--- config.mk ---
export PLATFORM = sky130hd
export DESIGN_NAME = ad_nios_cascade_counter_flat
export DESIGN_NICKNAME = d
export VERILOG_FILES = /design/src/rtl/ad_nios_cascade_counter_if.sv /design/src/rtl/ad_nios_cascade_counter.sv /design/src/flat_wrapper.sv
export SDC_FILE = /design/constraint.sdc
export NUM_CORES = 1
export LEC_CHECK = 0
export ABC_AREA = 0
export BUFFER_PORTS_ARGS = -buffer_cell sky130_fd_sc_hd__buf_2
export CAP_MARGIN = 15
export CORE_UTILIZATION = 60
export CTS_CLUSTER_SIZE = 14
export DETAILED_ROUTE_END_ITERATION = 16
export GPL_ROUTABILITY_DRIVEN = 0
export GPL_TIMING_DRIVEN = 0
export PLACE_DENSITY_LB_ADDON = 0.2
export SLEW_MARGIN = 10
export SYNTH_ARGS = -nofsm -noshare
export SYNTH_HDL_FRONTEND = slang
export SYNTH_SLANG_ARGS = --single-unit
--- constraint.sdc ---
create_clock -name clk -period 3.15 [get_ports clk]
set_input_delay 0.63 -clock clk [delete_from_list [all_inputs] [get_ports clk]]
set_output_delay 0.63 -clock clk [all_outputs]
set_load 0.03 [all_outputs]
--- src/rtl/ad_nios_cascade_counter_if.sv ---
// rtl/ad_nios_cascade_counter_if.sv - Nios register-bus interface for the cascade counter
interface ad_nios_cascade_counter_if #(
  parameter int WIDTH = 16
);
  logic [1:0]       address;
  logic             chipselect;
  logic             write_n;
  logic [WIDTH-1:0] writedata;
  logic             read_n;
  logic [WIDTH-1:0] readdata;

  modport master (
    output address, chipselect, write_n, writedata, read_n,
    input  readdata
  );

  modport slave (
    input  address, chipselect, write_n, writedata, read_n,
    output readdata
  );
endinterface

--- src/rtl/ad_nios_cascade_counter.sv ---
// rtl/ad_nios_cascade_counter.sv - prescaled down-counter driving lcell cnt_ena/cascout, Nios register port
// Optional capture register for coherent COUNT reads: CASCADE_COUNTER_CAPTURE_EN
module ad_nios_cascade_counter #(
  parameter int WIDTH = 16,
  parameter int PS_W  = 4
) (
  input  logic                          clk,
  input  logic                          reset_n,
  ad_nios_cascade_counter_if.slave      bus,
  input  logic                          count_gate,
  output logic                          cnt_ena,
  output logic                          cascout,
  output logic                          irq
);

  typedef enum logic [1:0] {ST_STOP, ST_RUN, ST_HOLD} state_t;

  localparam logic [WIDTH-1:0] CNT_ONE = WIDTH'(1);
  localparam logic [PS_W-1:0]  PS_ONE  = PS_W'(1);

  state_t            state, state_nxt;
  logic              oneshot, irq_en, tc_flag;
  logic [PS_W-1:0]   divisor, ps_cnt;
  logic [WIDTH-1:0]  reload, count, cap_rd, status, rdata;
  logic              wr, rd, ctrl_wr, count_wr, run_bit, tick, tc;

  assign wr       = bus.chipselect & ~bus.write_n;
  assign rd       = bus.chipselect & ~bus.read_n;
  assign ctrl_wr  = wr && (bus.address == 2'd0);
  assign count_wr = wr && (bus.address == 2'd2);
  assign run_bit  = bus.writedata[0];
  assign irq      = tc_flag & irq_en;

  always_ff @(posedge clk) begin
    if (!reset_n) state <= ST_STOP;
    else          state <= state_nxt;
  end

  // A COUNT write overrides a coincident tick, so it also cancels terminal count.
  always_comb begin
    state_nxt = state;
    tick      = (state == ST_RUN) && count_gate && (ps_cnt == divisor);
    tc        = tick && !count_wr && (count == '0);
    case (state)
      ST_STOP: if (ctrl_wr && run_bit) state_nxt = ST_RUN;
      ST_RUN: begin
        if (ctrl_wr && !run_bit) state_nxt = ST_STOP;
        else if (tc && oneshot)  state_nxt = ST_HOLD;
      end
      ST_HOLD: if (ctrl_wr) state_nxt = run_bit ? ST_RUN : ST_STOP;
      default: state_nxt = ST_STOP;
    endcase
  end

  always_ff @(posedge clk) begin
    if (!reset_n) begin
      oneshot <= 1'b0;
      irq_en  <= 1'b0;
      divisor <= '0;
      tc_flag <= 1'b0;
      reload  <= '0;
      count   <= '0;
      ps_cnt  <= '0;
      cnt_ena <= 1'b0;
      cascout <= 1'b0;
    end else begin
      if (ctrl_wr) begin
        oneshot <= bus.writedata[1];
        irq_en  <= bus.writedata[2];
        divisor <= bus.writedata[4 +: PS_W];
      end
      if (tc)                               tc_flag <= 1'b1;
      else if (ctrl_wr && bus.writedata[3]) tc_flag <= 1'b0;

      if (wr && (bus.address == 2'd1)) reload <= bus.writedata;

      if (count_wr)  count <= bus.writedata;
      else if (tick) count <= (count == '0) ? reload : count - CNT_ONE;

      if (state != ST_RUN) ps_cnt <= '0;
      else if (count_gate) ps_cnt <= tick ? '0 : ps_cnt + PS_ONE;

      cnt_ena <= tick && !count_wr;
      cascout <= tc;
    end
  end

`ifdef CASCADE_COUNTER_CAPTURE_EN
  logic [WIDTH-1:0] capture;

  always_ff @(posedge clk) begin
    if (!reset_n)                          capture <= '0;
    else if (rd && (bus.address == 2'd2))  capture <= count;
  end

  assign cap_rd = capture;
`else
  assign cap_rd = '0;
`endif

  always_comb begin
    status              = '0;
    status[0]           = (state != ST_STOP);
    status[1]           = tc_flag;
    status[2]           = irq_en;
    status[4 +: PS_W]   = divisor;
    case (bus.address)
      2'd0:    rdata = status;
      2'd1:    rdata = reload;
      2'd2:    rdata = count;
      default: rdata = cap_rd;
    endcase
  end

  always_ff @(posedge clk) begin
    if (!reset_n) bus.readdata <= '0;
    else if (rd)  bus.readdata <= rdata;
  end

endmodule
--- src/flat_wrapper.sv ---
// flat-port wrapper written by rule: the top's interface ports become plain ports
module ad_nios_cascade_counter_flat 
#(
  parameter int WIDTH = 16,
  parameter int PS_W  = 4
)
  (clk, reset_n, count_gate, cnt_ena, cascout, irq, bus_address, bus_chipselect, bus_write_n, bus_writedata, bus_read_n, bus_readdata);
  ad_nios_cascade_counter_if #(.WIDTH(WIDTH)) bus_i ();
  input  logic clk;
  input  logic reset_n;
  input  logic count_gate;
  output logic cnt_ena;
  output logic cascout;
  output logic irq;
  input wire logic [$bits(bus_i.address)-1:0] bus_address;
  input wire logic [$bits(bus_i.chipselect)-1:0] bus_chipselect;
  input wire logic [$bits(bus_i.write_n)-1:0] bus_write_n;
  input wire logic [$bits(bus_i.writedata)-1:0] bus_writedata;
  input wire logic [$bits(bus_i.read_n)-1:0] bus_read_n;
  output wire logic [$bits(bus_i.readdata)-1:0] bus_readdata;
  assign bus_i.address = bus_address;
  assign bus_i.chipselect = bus_chipselect;
  assign bus_i.write_n = bus_write_n;
  assign bus_i.writedata = bus_writedata;
  assign bus_i.read_n = bus_read_n;
  assign bus_readdata = bus_i.readdata;
  ad_nios_cascade_counter #(.WIDTH(WIDTH), .PS_W(PS_W)) u_core (.clk(clk), .reset_n(reset_n), .bus(bus_i), .count_gate(count_gate), .cnt_ena(cnt_ena), .cascout(cascout), .irq(irq));
endmodule
==> results of run 1 <==
worst reg2reg max path, stage by stage (launching register included):
cell	delay (ns)
dfxtp_1	0.30
bufbuf_16	0.26
inv_1	0.08
ha_1	0.15
nor4b_4	0.31
nand4_4	0.26
buf_6	0.22
o21ai_0	0.22
a31oi_1	0.10
a21oi_1	0.17
per-stage QoR:
| step | total power [W] | utilization | hold WS (ns) | setup slack (ns) | std cells |
|---|---|---|---|---|---|
| 3_5_place_dp | 0.00128 | 0.696 | 0.468 | 0.724 | 519 |
| 5_1_grt | 0.00198 | 0.729 | 0.502 | 0.884 | 535 |
| 4_1_cts | 0.00190 | 0.729 | 0.478 | 1.07 | 535 |
| 6_report | 0.00192 | 0.729 | 0.481 | 0.954 | 535 |
| 2_1_floorplan | 0.00117 | - | 0.444 | 1.34 | 408 |
| 3_3_place_gp | 0.00127 | 0.696 | 0.461 | 0.753 | 519 |
metal layers:
metal  GRT usage  part of all wire  up-vias
li1            -                 -     1565
met1       0.446              0.41     1576
met2       0.534              0.45      215
met3      0.0929              0.10       49
met4       0.175             0.040        0
met5           0                 0        -
cells by family after synthesis:
logic type                 after synthesis
AOI/OAI and AO/OA                      121
buffers and inverters                   40
DFF                                     63
xor gates and xnor gates                 9
and+or+nand+nor                        162
muxes                                   10
adders and majority gates                3
flip-flops by register name, summed over array words and instances (netlist names):
signal and flops:
u_core.tc_flag 1, u_core.state 2, u_core.irq_en 1, u_core.cascout 1
u_core.reload 16, u_core.count 16, u_core.divisor 4, u_core.bus.readdata 16
u_core.ps_cnt 4, u_core.cnt_ena 1, u_core.oneshot 1
worst paths after layout:
path	startpoint	end	cells after the start
min reg2reg	u_core.reload[4]	u_core.reload[4]	2
max reg2reg	u_core.count[1]	u_core.count[0]	9
max	bus_address[1]	u_core.count[15]	7
min	u_core.reload[4]	u_core.reload[4]	2
report_power, final:
part	total [W]	switching, W	internal, W	leakage, nW
logic	0.000425	0.000262	0.000162	0.921
clock network	0.000647	0.000320	0.000326	0.0894
registers	0.000851	0.0000263	0.000825	0.512
total	0.00192	0.000609	0.00131	1.52
cell type report:
cell class,count,area [µm²],area share
multi-input combinational,305,1860,0.483
tap,70,87.6,0.0228
clock inverter,3,17.5,0.00456
timing repair buffer,41,205,0.0534
buffer,33,231,0.0602
inverter,7,26.3,0.00684
sequential,63,1260,0.328
clock buffer,13,159,0.0413
cell usage in the layout (no fill, tap or decap), drive strengths merged, types with 10 or more instances in the layout:
master,netlist,layout
nor2,40,40
o21ai,17,17
a21oi,44,44
buf,9,50
clkbuf,22,35
nand2,63,63
nor3,15,15
nand3,11,11
a211oi,18,18
a22oi,10,10
dfxtp,63,63
==> flow_summary.yaml, run 1 <==
synth:
  synth_top_cell_area_share: 0.374
  synth_top_family_by_area: "simple AND/OR/NAND/NOR gates"
  ys_async_sr_fraction: 0
  synth_area_leaders: "dfxtp_1 37%, nand2_1 6.9%, a21oi_1 6.5%, nor2_1 4.3%, a211oi_1 4.0%"
  synth-xor-area-share: 0.0234
  yosysTopAreaCell: "dfxtp_1"
  seq_area_frac_synth: 0.374
  synth_cell_types: 62
  ys.flop_type: "dfxtp_1"
  avgSynthCellArea_um2: 8.27
  synth_fa_ha_area_frac: 0.0111
  synth_compound_area_frac: 0.231
  synth_edf_count: 0
  syn-num-nets: 435
  netlist_instances: 408
  synth_warnings: 0
  synth_area_mm2: 0.00337
  synth_commonest_cells: "63 x dfxtp_1, 62 x nand2_1, 44 x a21oi_1"
  yosysMostFrequentCell: "dfxtp_1"
  synthMuxAreaShare: 0.0300
  yosys.area_share.simple: 0.254
  ys_seq_elements: 63
placement:
  hpwl_mm: 6.83
  port_buffers: 41
  placed_cell_area_mm2: 0.00367
global_route:
  antenna_found_initial: 0
  overflow: 0
  grt_pass1_wl_mm: 16.0
  track_usage: 0.347
  first_global_vias: 3201
  grt_max_degree: 11
clocking:
  clk_path_buf_depth: 2
  clockRootBuffer: "clkbuf_8"
  clk_pin_slew_ns: 0.07
  htreeDepth: 3
  tritoncts: "yes"
  cts_setup_buffers: 0
  clk_latency_ns: 0.35
  ctsHoldBuffers: 0
  cts_resized: 0
  clock-sinks: 63
  cts_buffers: 9
min_path:
  hp-class: "flip-flop to flip-flop"
die:
  die_h_um: 77.0
  io_pins: 43
  dieArea_mm2: 0.00593
  fp.dieW_um: 77.0
  placementRows: 26
  core_mm2: 0.00527
  initial_core_util: 0.640
critical_path:
  worst_ep_required_time_ns: 3.41
  crit_family: "buffers and inverters"
  path_buf_inv: 3
  r2r_slack_ns: 1.03
  crit_path_top_delay_cell: "clkbuf_1"
  slowest_delay_ns: 0.48
  end_kind: "flip-flop"
  path_cells: "buf_2 -> nor2b_1 -> clkbuf_1 -> nand2_1 -> clkbuf_1 -> nand3_1 -> o32ai_1"
  cp-start-kind: "input pin"
  cp_common_cell: "clkbuf_1"
  worst_ep_arrival_time_ns: 2.46
  crit_fanout: 10
  crit_type: "input pin to flip-flop"
sta:
  tns_ns: 0
  slew_headroom: 0.385
  slew_violations: 0
  period_share: 0.697
  min_period_ns: 2.20
  finalSetupViolCount: 0
  worstMarginPinSlew_ns: 0.915
  hold_violations: 0
  max_freq_mhz: 455
  rsz0062_at_grt: "false"
  fin_skew_ns: 0.00805
pwr:
  irDropWorstVdd_mv: 0.260
  leakagePower_nw: 1.52
  power_density_mw_per_mm2: 500
cells_and_area:
  fin_nets: 487
  fillCellCount: 455
  final_cell_area_mm2: 0.00384
  syn2layout_area_growth_pct: 13.9
  antenna_cells: 0
  drive_gt1_frac: 0.185
detailed_routing:
  drt_iter0_drc: 483
  wl_per_cell_um: 18.0
  wl_mm: 9.64
  dr_total_vias: 3405
  drc: 0
  vias_per_cell: 6.36
  ant_nets: 0
  drt-pass1-iter-count: 7
job:
  drv_cap: 0
status:
  status: "completed"
No activity file was read; power rests on OpenSTA's default activity.
==> run 2: changes to the inputs <==
- CORE_UTILIZATION: 60 -> 52
- clock period: 3.15 -> 1.9 ns (I/O delays scaled with it)
==> flow_summary.yaml, run 2 (synthesis gave the netlist of run 1 again) <==
global_route:
  first_global_vias: 3153
  busiest_layer: "met2"
  overflow: 0
  grt_max_degree: 11
  grt_pass1_wl_mm: 16.2
  use_met3: 0.0758
  track_usage: 0.327
  grt_util_met1: 0.409
  antenna_found_initial: 0
  use_met2: 0.522
clocking:
  clk_path_buf_depth: 2
  htreeDepth: 3
  clockRootBuffer: "clkbuf_8"
  tritoncts: "yes"
  clk_pin_slew_ns: 0.07
  clk_latency_ns: 0.35
  cts_buffers: 9
  clock-sinks: 63
cells_and_area:
  fin_cells: 561
  antenna_cells: 0
  fin_nets: 509
  final_cell_area_mm2: 0.00414
  final_cell_mix: "60 x nand2_1, 60 x dfxtp_1, 44 x buf_2"
  syn2layout_area_growth_pct: 22.8
  drive_gt1_frac: 0.265
  top_regs: "u_core.bus.readdata (16), u_core.count (16), u_core.reload (16)"
detailed_routing:
  wl_mm: 10.6
  drc: 0
  ant_nets: 0
  drt-pass1-iter-count: 6
  dr_total_vias: 3503
  drt_iter0_drc: 348
  wl_per_cell_um: 18.9
  vias_per_cell: 6.24
sta:
  min_period_ns: 1.85
  rsz0062_at_grt: "true"
  fin_ws_ns: 0.0506
  max_freq_mhz: 541
  hold_violations: 0
  finalSetupViolCount: 0
  fin_skew_ns: 0.00756
  period_share: 0.973
  slew_headroom: 0.574
  slew_violations: 0
  hold-worst-slack_ns: 0.275
  worstMarginPinSlew_ns: 0.639
placement:
  port_buffers: 41
  dp_cells: 524
  dp_worst_setup_slack_ns: -0.292
  placed_cell_area_mm2: 0.00367
  hpwl_mm: 7.07
die:
  fp.dieW_um: 82.6
  dieArea_mm2: 0.00682
  initial_core_util: 0.554
  die_h_um: 82.6
  placementRows: 28
  core_mm2: 0.00610
  io_pins: 43
pwr:
  clkPwrFrac: 0.300
  leakagePower_nw: 1.65
  p_sw_w: 0.00108
  power_frac_comb: 0.278
  seqPwrFrac: 0.422
  switching_share: 0.322
  p_int_w: 0.00228
  irDropWorstVdd_mv: 0.610
  power_density_mw_per_mm2: 810
critical_path:
  r2r_slack_ns: 0.05
  r2r-end: "u_core.count[14]"
  cp-start-kind: "flip-flop"
  cp-endpoint: "u_core.count[14]"
  crit_fanout: 6
  worst_ep_required_time_ns: 2.16
  rr_startpoint: "u_core.count[0]"
  crit_type: "flip-flop to flip-flop"
  startpoint: "u_core.count[0]"
  r2r_cells: 9
  end_kind: "flip-flop"
  worst_ep_arrival_time_ns: 2.11
min_path:
  hp-class: "input pin to flip-flop"
status:
  status: "completed"
job:
  drv_cap: 0
## run 2: cell types whose count changed in the layout (fill, tap and decap cells not counted), sizes merged
cell,change
buf,+22
inv,-1
clkinvlp,+1
clkbuf,-2
bufbuf,-1
nand4,+1
clkinv,+1
## run 2: power groups by stage
stage / clock network, W / registers, W / logic (W)
5_1_grt: 0.00106 / 0.00142 / 0.000993
3_5_place_dp: 0 / 0.00144 / 0.000685
2_1_floorplan: 0 / 0.00147 / 0.000464
3_3_place_gp: 0 / 0.00144 / 0.000672
4_1_cts: 0.00101 / 0.00142 / 0.000867
6_report: 0.00101 / 0.00142 / 0.000933
## run 2: worst max-delay path, cell delays in order, from the launching register on
cell and delay, ns:
dfxtp_2 0.34, clkinvlp_4 0.10, buf_4 0.12, ha_4 0.16
nor4b_4 0.22, buf_4 0.19, nand4_1 0.13, xor2_1 0.17
a21o_1 0.18, a31oi_1 0.15
## run 2: layer usage
layer / vias to the layer above / routed length, µm
met5: - / 0
met4: 0 / 399
met3: 41 / 944
met1: 1634 / 4250
met2: 218 / 5020
li1: 1610 / -
## run 2: cell type report
| cell class | instances | area, µm² |
|---|---|---|
| Multi-Input combinational cell | 306 | 1980 |
| Clock inverter | 4 | 22.5 |
| Sequential cell | 63 | 1270 |
| Fill cell | 517 | 1950 |
| Timing Repair Buffer | 64 | 393 |
| Buffer | 31 | 204 |
| Tap cell | 75 | 93.8 |
| Inverter | 7 | 37.5 |
| Clock buffer | 11 | 141 |
## run 2: how the worst min path moves through the flow
stage / startpoint / endpoint / slack (ns) / cells after the start
finish: bus_writedata[10] / u_core.count[10] / 0.27 / 3
global route: bus_writedata[11] / u_core.count[11] / 0.28 / 3
CTS: bus_writedata[11] / u_core.count[11] / 0.28 / 3
detailed placement: u_core.reload[8] / u_core.reload[8] / 0.46 / 2
global placement: u_core.reload[4] / u_core.reload[4] / 0.46 / 2
floorplan: u_core.irq_en / u_core.irq_en / 0.44 / 2
## run 2: timing repair
item,4_1_cts,5_1_grt
endpoints found under the setup margin,17,16
setup buffers,12,11
gates cloned,3,0
gates resized for setup,27,18
hold buffers,0,0
pin swaps,6,13
## run 2: through the flow
stage / utilization / TNS [ns] / power (W)
finish: 0.680 / 0 / 0.00336
global route: 0.680 / -0.119 / 0.00347
CTS: 0.664 / 0 / 0.00329
detailed placement: 0.603 / -5.09 / 0.00212
global placement: 0.603 / -4.60 / 0.00211
floorplan: - / 0 / 0.00193
==> run 3: changes to the inputs <==
- ABC_AREA: 0 -> 1
==> flow_summary.yaml, run 3 <==
pwr:
  switching_share: 0.350
  power_frac_comb: 0.274
  irDropWorstVdd_mv: 0.539
  clkPwrFrac: 0.356
  power_density_mw_per_mm2: 975
  power_w: 0.00385
  leakagePower_nw: 1.86
  p_int_w: 0.00251
  p_sw_w: 0.00135
  seqPwrFrac: 0.370
detailed_routing:
  dr_total_vias: 3699
  drt-pass1-iter-count: 5
  drt_iter0_drc: 332
  wl_per_cell_um: 15.3
  drc: 0
  wl_mm: 10.1
  vias_per_cell: 5.57
  ant_nets: 0
critical_path:
  worst_ep_arrival_time_ns: 1.92
  crit_type: "flip-flop to flip-flop"
  slowest_delay_ns: 0.32
  worst_ep_required_time_ns: 2.12
  crit_path_top_delay_cell: "dfxtp_1"
  cp-start-kind: "flip-flop"
  crit_fanout: 10
  end_kind: "flip-flop"
  rr_startpoint: "u_core.count[0]"
  r2r-end: "u_core.count[12]"
  cp_common_cell: "nor2_1"
  path_cells: "inv_2 -> ha_1 -> inv_1 -> nor2_1 -> nand2_1 -> nor2_2 -> nand2_4 -> buf_6 -> nor2_1 -> nor2_1 -> a21oi_1 -> nor2_1"
  r2r_cells: 12
  r2r_slack_ns: 0.20
global_route:
  track_usage: 0.299
  use_met3: 0.0547
  overflow: 0
  grt_util_met1: 0.363
  grt_pass1_wl_mm: 16.2
  antenna_found_initial: 0
  first_global_vias: 3444
  grt_max_degree: 13
  busiest_layer: "met2"
  use_met2: 0.490
synth:
  syn-num-nets: 556
  synth_area_mm2: 0.00342
  ys_async_sr_fraction: 0
  synth_cell_types: 30
  synth_warnings: 0
  ys.flop_type: "dfxtp_1"
  seq_area_frac_synth: 0.369
  avgSynthCellArea_um2: 6.46
  synth_edf_count: 0
  ys_seq_elements: 63
  netlist_instances: 529
  synth_top_cell_area_share: 0.369
  synth_area_leaders: "dfxtp_1 37%, nand2_1 13%, nor2_1 9.0%, inv_1 7.2%, o21ai_0 6.4%"
  synth_commonest_cells: "121 x nand2_1, 82 x nor2_1, 66 x inv_1"
  yosysMostFrequentCell: "nand2_1"
  yosysTopAreaCell: "dfxtp_1"
cells_and_area:
  layout_commonest_cell: "nand2_1"
  fin_nets: 609
  final_cell_area_mm2: 0.00396
  antenna_cells: 0
  drive_gt1_frac: 0.145
  top_regs: "u_core.bus.readdata (16), u_core.count (16), u_core.reload (16)"
  final_cell_mix: "121 x nand2_1, 82 x nor2_1, 65 x inv_1"
  syn2layout_area_growth_pct: 15.7
  final_util: 0.623
min_path:
  hp-class: "input pin to flip-flop"
  hold_path_depth: 2
  hp-start: "count_gate"
  hold_path_end: "u_core.ps_cnt[1]"
clocking:
  tritoncts: "yes"
  clk_pin_slew_ns: 0.08
  clock-sinks: 63
  cts_setup_buffers: 0
  htreeDepth: 3
  clk_latency_ns: 0.36
  cts_buffers: 9
  clk_path_buf_depth: 2
  clockRootBuffer: "clkbuf_8"
sta:
  slew_headroom: 0.582
  tns_ns: 0
  max_freq_mhz: 590
  period_share: 0.892
  hold_violations: 0
  fin_skew_ns: 0.00924
  rsz0062_at_grt: "false"
  min_period_ns: 1.70
  hold-worst-slack_ns: 0.301
  worstMarginPinSlew_ns: 0.628
  finalSetupViolCount: 0
  slew_violations: 0
die:
  core_mm2: 0.00635
  die_h_um: 83.1
  fp.dieW_um: 83.1
  placementRows: 29
  dieArea_mm2: 0.00690
  initial_core_util: 0.539
  io_pins: 43
placement:
  port_buffers: 42
  placed_cell_area_mm2: 0.00373
  hpwl_mm: 7.58
status:
  status: "completed"
job:
  drv_cap: 0
-- run 3: changes by cell type after synthesis, sizes merged, moves of 12 or more --
cell,previous run,this run
nor3,15,2
nand2,63,123
inv,6,70
o21ai,17,49
nor2,40,93
o221ai,0,12
nand3,11,42
a211oi,18,0
-- run 3: worst max path at each step --
| stage | from | end | slack [ns] | depth (start not counted) |
|---|---|---|---|---|
| 5_1_grt | u_core.count[0] | u_core.count[2] | 0.04 | 12 |
| 4_1_cts | u_core.count[0] | u_core.count[13] | 0.14 | 12 |
| 6_report | u_core.count[0] | u_core.count[12] | 0.20 | 12 |
| 3_3_place_gp | bus_address[0] | u_core.bus.readdata[1] | 0.01 | 7 |
| 3_5_place_dp | bus_address[0] | u_core.bus.readdata[1] | 0.01 | 7 |
| 2_1_floorplan | u_core.count[0] | u_core.count[0] | 0.40 | 12 |
-- run 3: cell families (layout without fill, tap and decap cells) --
kind of cell / after synthesis / count (layout) / share of synthesized area
buffers and inverters: 91 / 149 / 0.109
AO/OA/AOI/OAI: 104 / 104 / 0.168
flip-flops: 63 / 63 / 0.369
adder cells (fa/ha/maj): 3 / 3 / 0.0110
AND/OR/NAND/NOR: 263 / 263 / 0.331
XOR/XNOR: 5 / 5 / 0.0128
-- run 3: per-layer routing --
| layer | share of wire | vias to the layer above |
|---|---|---|
| met5 | 0 | - |
| met4 | 0.045 | 0 |
| met3 | 0.070 | 35 |
| met2 | 0.46 | 162 |
| met1 | 0.43 | 1699 |
| li1 | - | 1803 |
-- run 3: power by group through the flow --
stage,registers (W),clock network (W),logic (W)
global placement,0.00145,0,0.00102
detailed placement,0.00146,0,0.00103
finish,0.00143,0.00137,0.00106
global route,0.00143,0.00141,0.00117
floorplan,0.00147,0,0.000745
CTS,0.00143,0.00136,0.00103
-- run 3: area by class of cell --
class                           count  area (µm²)
Fill cell                         623        2390
Buffer                             19         101
Tap cell                           77        96.3
Timing Repair Buffer               42         210
Sequential cell                    63        1260
Clock inverter                      6        91.3
Multi-Input combinational cell    375        1790
Clock buffer                       10         138
Inverter                           72         270
-- run 3: critical path, delay by kind of cell, from the launching register on --
family                   cells  cell delay, ns
AO/OA/AOI/OAI                1            0.16
AND/OR/NAND/NOR              7            0.55
buffers and inverters        3            0.35
flip-flops                   1            0.32
adder cells (fa/ha/maj)      1            0.17
-- run 3: what timing repair did --
action | 4_1_cts | 5_1_grt
setup endpoints to repair | 0 | 4
gates resized for setup | 0 | 1
hold buffers | 0 | 0
-- run 3: per-stage QoR --
| stage | worst slack (ns) | instances |
|---|---|---|
| after global routing | 0.0443 | 664 |
| final | 0.204 | 664 |
| after floorplan | 0.404 | 529 |
| after CTS | 0.139 | 664 |
| after detailed placement | 0.0148 | 648 |
| after global placement | 0.0112 | 648 |
